--- config.mk ---
export PLATFORM = sky130hd
export DESIGN_NAME = write_back_unit
export DESIGN_NICKNAME = d
export VERILOG_FILES = /design/src/rtl/write_back_unit_pkg.sv /design/src/rtl/wb_fifo.sv /design/src/rtl/write_back_unit.sv
export SDC_FILE = /design/constraint.sdc
export NUM_CORES = 1
export LEC_CHECK = 0
export CORE_MARGIN = 4
export CORE_UTILIZATION = 35
export CTS_CLUSTER_SIZE = 16
export DETAILED_ROUTE_END_ITERATION = 6
export GPL_ROUTABILITY_DRIVEN = 0
export GPL_TIMING_DRIVEN = 0
export HOLD_SLACK_MARGIN = 0.15
export PLACE_DENSITY = 0.71
export SYNTH_ARGS = -nofsm -noshare
export SYNTH_HDL_FRONTEND = slang
export SYNTH_HIERARCHICAL = 1
export SYNTH_SLANG_ARGS = --single-unit
--- constraint.sdc ---
create_clock -name Clock -period 3.84 [get_ports Clock]
set_input_delay 0.384 -clock Clock [delete_from_list [all_inputs] [get_ports Clock]]
set_output_delay 0.384 -clock Clock [all_outputs]
set_load 0.03 [all_outputs]
--- src/rtl/write_back_unit_pkg.sv ---
// Shared CPU constants for the write-back path and register file.
// Holds register/queue sizing and the write-queue occupancy encoding.
package write_back_unit_pkg;

  localparam int DATA_W = 16;
  localparam int REG_AW = 2;
  localparam int DEPTH  = 2;
  localparam int PTR_W  = (DEPTH > 1) ? $clog2(DEPTH) : 1;
  localparam int CNT_W  = $clog2(DEPTH + 1);

  typedef enum logic [CNT_W-1:0] {
    Q_EMPTY = 2'd0,
    Q_ONE   = 2'd1,
    Q_FULL  = 2'd2
  } q_state_e;

  function automatic logic [PTR_W-1:0] ptr_inc(
    input logic [PTR_W-1:0] p
  );
    return (p == PTR_W'(DEPTH - 1)) ? '0 : p + PTR_W'(1);
  endfunction

endpackage

--- src/rtl/wb_fifo.sv ---
// Pending register-write queue: push at tail, pop from head.
// Head and all slots are visible combinationally for forwarding.
module wb_fifo
  import write_back_unit_pkg::*;
(
  input  logic              clk,
  input  logic              rst_n,
  input  logic              push,
  input  logic [REG_AW-1:0] push_rd,
  input  logic [DATA_W-1:0] push_data,
  input  logic              pop,
  output logic [CNT_W-1:0]  count,
  output logic [PTR_W-1:0]  rd_ptr,
  output logic [REG_AW-1:0] head_rd,
  output logic [DATA_W-1:0] head_data,
  output logic [REG_AW-1:0] ent_rd   [DEPTH],
  output logic [DATA_W-1:0] ent_data [DEPTH]
);

  q_state_e          state;
  q_state_e          state_nxt;
  logic [PTR_W-1:0]  wr_ptr;
  logic [REG_AW-1:0] mem_rd   [DEPTH];
  logic [DATA_W-1:0] mem_data [DEPTH];
  logic              do_push;
  logic              do_pop;

  assign do_push = push && (state != Q_FULL);
  assign do_pop  = pop && (state != Q_EMPTY);

  // Occupancy next-state from push/pop pairing
  always_comb begin
    state_nxt = state;
    case ({do_push, do_pop})
      2'b10: state_nxt = (state == Q_EMPTY) ? Q_ONE : Q_FULL;
      2'b01: state_nxt = (state == Q_FULL) ? Q_ONE : Q_EMPTY;
      default: state_nxt = state;
    endcase
  end

  // Occupancy and pointer registers
  always_ff @(posedge clk or negedge rst_n) begin
    if (!rst_n) begin
      state  <= Q_EMPTY;
      wr_ptr <= '0;
      rd_ptr <= '0;
    end else begin
      state <= state_nxt;
      if (do_push) wr_ptr <= ptr_inc(wr_ptr);
      if (do_pop)  rd_ptr <= ptr_inc(rd_ptr);
    end
  end

  // Slot storage, left uninitialised on reset
  always_ff @(posedge clk) begin
    if (do_push) begin
      mem_rd[wr_ptr]   <= push_rd;
      mem_data[wr_ptr] <= push_data;
    end
  end

  assign count     = state;
  assign head_rd   = mem_rd[rd_ptr];
  assign head_data = mem_data[rd_ptr];
  assign ent_rd    = mem_rd;
  assign ent_data  = mem_data;

endmodule

--- src/rtl/write_back_unit.sv ---
// Write-back stage: arbitrates ALU/load results into a pending queue,
// issues one register-file write per cycle, forwards youngest values.
module write_back_unit
  import write_back_unit_pkg::*;
(
  input  logic              Clock,
  input  logic              Reset_n,
  input  logic              AluValid,
  input  logic [REG_AW-1:0] AluRd,
  input  logic [DATA_W-1:0] AluData,
  output logic              AluReady,
  input  logic              LoadValid,
  input  logic [REG_AW-1:0] LoadRd,
  input  logic [DATA_W-1:0] LoadData,
  output logic              LoadReady,
  input  logic              WbHold,
  output logic [REG_AW-1:0] RD,
  output logic [DATA_W-1:0] WriteData,
  output logic              RegWrite,
  input  logic [REG_AW-1:0] RS,
  input  logic [REG_AW-1:0] RT,
  input  logic [DATA_W-1:0] RegRS,
  input  logic [DATA_W-1:0] RegRT,
  output logic [DATA_W-1:0] FwdRS,
  output logic [DATA_W-1:0] FwdRT,
  output logic              Pending,
  output logic              Full
);

  logic              rdy_en;
  logic              load_fire;
  logic              alu_fire;
  logic              push;
  logic [REG_AW-1:0] push_rd;
  logic [DATA_W-1:0] push_data;
  logic              pop;
  logic [CNT_W-1:0]  count;
  logic [PTR_W-1:0]  rd_ptr;
  logic [PTR_W-1:0]  idx;
  logic [REG_AW-1:0] head_rd;
  logic [DATA_W-1:0] head_data;
  logic [REG_AW-1:0] ent_rd   [DEPTH];
  logic [DATA_W-1:0] ent_data [DEPTH];

  // Keeps both Ready outputs low until the first edge after reset
  always_ff @(posedge Clock or negedge Reset_n) begin
    if (!Reset_n) rdy_en <= 1'b0;
    else          rdy_en <= 1'b1;
  end

  assign Full      = (count == CNT_W'(DEPTH));
  assign Pending   = (count != '0) || RegWrite;
  assign LoadReady = rdy_en && !Full;
  assign AluReady  = rdy_en && !Full && !LoadValid;
  assign load_fire = LoadValid && LoadReady;
  assign alu_fire  = AluValid && AluReady;
  assign push      = load_fire || alu_fire;
  assign pop       = (count != '0) && !WbHold;

  // Select the accepted channel; load wins when both are offered
  always_comb begin
    push_rd   = AluRd;
    push_data = AluData;
    unique case (1'b1)
      load_fire: begin
        push_rd   = LoadRd;
        push_data = LoadData;
      end
      default: begin
        push_rd   = AluRd;
        push_data = AluData;
      end
    endcase
  end

  wb_fifo u_fifo (
    .clk       (Clock),
    .rst_n     (Reset_n),
    .push      (push),
    .push_rd   (push_rd),
    .push_data (push_data),
    .pop       (pop),
    .count     (count),
    .rd_ptr    (rd_ptr),
    .head_rd   (head_rd),
    .head_data (head_data),
    .ent_rd    (ent_rd),
    .ent_data  (ent_data)
  );

  // Register-file write port; holds address/data between issues
  always_ff @(posedge Clock or negedge Reset_n) begin
    if (!Reset_n) begin
      RegWrite  <= 1'b0;
      RD        <= '0;
      WriteData <= '0;
    end else begin
      RegWrite <= pop;
      if (pop) begin
        RD        <= head_rd;
        WriteData <= head_data;
      end
    end
  end

  // Forwarding: oldest first so the youngest match overrides
  always_comb begin
    FwdRS = RegRS;
    FwdRT = RegRT;
    idx   = rd_ptr;
    if (RegWrite && (RD == RS)) FwdRS = WriteData;
    if (RegWrite && (RD == RT)) FwdRT = WriteData;
    for (int k = 0; k < DEPTH; k++) begin
      if (k < int'(count)) begin
        if (ent_rd[idx] == RS) FwdRS = ent_data[idx];
        if (ent_rd[idx] == RT) FwdRT = ent_data[idx];
      end
      idx = ptr_inc(idx);
    end
  end

endmodule
==> results_tabular.tex <==
\begin{tabular}{lr}
\hline
Metric & Value \\
\hline
\multicolumn{2}{l}{\textbf{Floorplanning}} \\
Floorplan die area & 14000 um\^{}2 \\
Overall die height & 118 um \\
Die X & 118 um \\
Total core area & 12000 um\^{}2 \\
Number of placement rows & 40 \\
Starting utilization of the core area & 0.357 \\
I/O pin count & 132 \\
\multicolumn{2}{l}{\textbf{Yosys}} \\
Cell type with the highest aggregate area in the netlist & edfxtp\_1 \\
Sequential share of the synthesized area & 0.394 \\
Cell area after synthesis & 4270 um\^{}2 \\
Count of yosys warnings during synthesis & 6 \\
Number of enable-type register cells in the synthesized netlist & 36 \\
Synth Area per Inst & 9.46 um\^{}2 \\
Top area cells in the synthesized netlist & edfxtp\_1 25\%, dfrtp\_1 14\%, nand2\_1 10\%, mux2\_2 7.1\%, and3\_1 4.7\% \\
Number of distinct standard cells referenced by the synthesized netlist & 45 \\
Main synth FF type & edfxtp\_1 \\
Post-synthesis sequential element count & 60 \\
Cell count after synthesis & 451 \\
Synth top area share & 0.253 \\
Synth async-reset ratio & 0.400 \\
Net count of the mapped netlist & 529 \\
\multicolumn{2}{l}{\textbf{Route}} \\
Total Routed Length & 14200 um \\
Vias per cell & 5.42 \\
ANT nets after route & 0 \\
Routed length per placed instance & 19.0 um \\
Drt initial violations & 337 \\
Remaining DRCs & 0 \\
Drt pass-1 iters & 7 \\
Vias & 4035 \\
\multicolumn{2}{l}{\textbf{Critical path}} \\
Class of the most critical setup path & reg -> out \\
Logic depth of the worst register-to-register path & 8 \\
Required time of the critical path & 3.46 ns \\
Crit-path max FO & 10 \\
Crit end category & output pin \\
Critical path launch point type & register \\
Arrival time of data at the critical path endpoint & 3.35 ns \\
\multicolumn{2}{l}{\textbf{Clock tree}} \\
CTS hold repair buffers & 0 \\
CTS clk-pin slew, worst paths & 0.06 ns \\
Setup repair bufs after CTS & 0 \\
CTS root buf & clkbuf\_16 \\
Sink Count & 60 \\
Skew-Pair Late Insertion Delay & 0.33 ns \\
H-tree depth & 3 \\
Largest buffer count on any clock path & 2 \\
Total clock buffers created by CTS & 9 \\
TritonCTS clock tree & built \\
\multicolumn{2}{l}{\textbf{Timing}} \\
Post-route clock period utilization & 0.972 \\
Headroom to the max-slew limit & 0.377 \\
Final Setup Violations & 0 \\
Least-Margin Pin Slew & 0.933 ns \\
Peak clock frequency supported by timing & 268 MHz \\
Setup repair after global routing missed its margin & true \\
Clock Skews & 0.0107 ns \\
Final critical-path setup slack & 0.107 ns \\
Pins Over Slew Limit & 0 \\
Minimum period implied by the final worst setup slack & 3.73 ns \\
Hold violation total from the final report & 0 \\
TNS Setup & 0 ns \\
\multicolumn{2}{l}{\textbf{Finish}} \\
Sequential cell area in the final layout & 1680 um\^{}2 \\
Filler cell count in the final layout & 1064 \\
Most frequent cells in the layout & 130 x clkdlybuf4s50\_1, 117 x nand2\_1, 36 x edfxtp\_1 \\
Antenna Diode Count & 0 \\
Fraction of layout instances using a drive strength above 1 & 0.167 \\
Fin nets & 671 \\
Multi-input gate area & 2430 um\^{}2 \\
Leading cell type in the layout, fill and taps excluded & clkdlybuf4s50\_1 \\
Final instance area & 6110 um\^{}2 \\
Area growth from synthesis to layout & 43.2\% \\
\multicolumn{2}{l}{\textbf{Global routing}} \\
Wire length of the first global-routing pass & 21600 um \\
Global-route total usage across every layer & 0.196 \\
Pin count of the biggest net entering global routing & 25 \\
Congestion Overflow GR & 0 \\
Vias in the first global route & 3948 \\
Number of antenna violations at the first check in global routing & 0 \\
\multicolumn{2}{l}{\textbf{Power and ir drop}} \\
Power share of the clock group & 0.154 \\
Leak pwr & 2.48 nW \\
Peak supply drop & 0.267 mV \\
Net switching power of the design & 2.55 mW \\
Internal power summed over all cells & 2.84 mW \\
Switching share of power & 0.473 \\
Power per unit of standard cell area & 881 nW/um\^{}2 \\
Reg power frac & 0.206 \\
Combinational share of power & 0.640 \\
\multicolumn{2}{l}{\textbf{Outcome}} \\
Outcome & completed \\
\multicolumn{2}{l}{\textbf{Placed design}} \\
Post-placement setup slack & 0.134 ns \\
Standard cell area after detailed placement & 5770 um\^{}2 \\
Detailed placer's ending HPWL & 11000 um \\
Total of buffers placed on input and output ports & 131 \\
\multicolumn{2}{l}{\textbf{Hold path}} \\
Min-Delay Path Class & in -> async \\
\multicolumn{2}{l}{\textbf{Flow run}} \\
Max cap viols & 0 \\
\hline
\end{tabular}
-- critical path, stage by stage (launching register included) --
cell and delay (ns):
dfrtp_1 0.38, buf_6 0.16, mux2i_1 0.36, mux2i_1 0.43, a2bb2oi_2 0.17, clkbuf_2 0.23, and3_1 0.20, a211oi_1 0.34
clkdlybuf4s50_1 0.75
-- path summary, 6_finish.rpt --
kind	start	end	slack, ns
worst min-delay path	Reset_n	WriteData[6]	0.33
worst max-delay path	u_fifo/rd_ptr	FwdRS[3]	0.11
min in group Clock	u_fifo/wr_ptr	u_fifo/wr_ptr	0.52
worst max register to register	u_fifo/count[1]	u_fifo/count[1]	0.99
worst min register to register	u_fifo/wr_ptr	u_fifo/wr_ptr	0.52
max in group asynchronous	Reset_n	WriteData[12]	3.04
-- cell usage after synthesis (3+ instances only) --
library cell,n
xnor2_1,8
and3_1,32
clkbuf_1,14
o21ai_0,6
xor2_1,6
inv_1,6
mux2_4,10
o21a_1,3
nor4b_1,4
nor2b_1,3
nand2_1,117
edfxtp_1,36
or2_2,14
nand2b_1,15
a211oi_1,17
dfrtp_1,24
a211oi_2,9
a21oi_1,28
nor2_1,9
mux2i_1,19
nor3b_1,6
buf_2,3
mux2_2,27
buf_6,3
nor3_1,7
-- through the flow --
step / power, mW / hold WS (ns) / utilization / instances
finish: 5.39 / 0.326 / 0.511 / 745
detailed placement: 4.52 / 0.507 / 0.482 / 729
global route: 5.63 / 0.345 / 0.511 / 745
floorplan: 3.24 / 0.0884 / - / 451
CTS: 5.37 / 0.517 / 0.508 / 744
global placement: 4.48 / 0.482 / 0.482 / 729
-- power groups by stage --
stage | sequential (mW) | combinational [mW] | clock, mW
5_1_grt | 1.13 | 3.63 | 0.869
3_5_place_dp | 1.10 | 3.42 | 0
6_report | 1.11 | 3.45 | 0.828
3_3_place_gp | 1.09 | 3.39 | 0
4_1_cts | 1.10 | 3.42 | 0.840
2_1_floorplan | 1.23 | 2.01 | 0
-- layout make-up --
type,count,share of cell area
plain buffers,24,0.0235
clock buffers,10,0.0391
clock inverters,6,0.0119
inverters,7,0.00430
multi-input cells,359,0.397
flip-flops and latches,60,0.275
well taps,147,0.0301
repair buffers,132,0.219
-- sequential cells by signal, indices dropped and copies added (netlist names) --
| name | cells |
|---|---|
| rdy_en | 1 |
| u_fifo/wr_ptr | 1 |
| RegWrite | 1 |
| WriteData | 16 |
| u_fifo/rd_ptr | 1 |
| u_fifo/ent_data | 32 |
| u_fifo/count | 2 |
| RD | 2 |
| u_fifo/ent_rd | 4 |
-- layer usage --
layer / wire length (um) / GRT usage
met1: 5890 / 0.262
met2: 6650 / 0.307
met3: 1190 / 0.0364
met4: 451 / 0.0898
met5: 0 / 0
-- kinds of logic (layout without fill, tap and decap cells) --
| family | count (synthesis) | after routing | share of synthesized area |
|---|---|---|---|
| xor gates and xnor gates | 14 | 14 | 0.0287 |
| muxes | 58 | 58 | 0.162 |
| buffers and inverters | 32 | 179 | 0.0402 |
| other | 1 | 1 | 0.000879 |
| adders and majority gates | 1 | 1 | 0.00293 |
| DFF | 60 | 60 | 0.394 |
| AOI/OAI and AO/OA | 74 | 74 | 0.134 |
| and+or+nand+nor | 211 | 211 | 0.238 |
-- repair_timing --
item,CTS,global route
setup endpoints to repair,2,10
resized for setup,0,6
pin swaps,0,0
No activity file was read; power rests on OpenSTA's default activity.
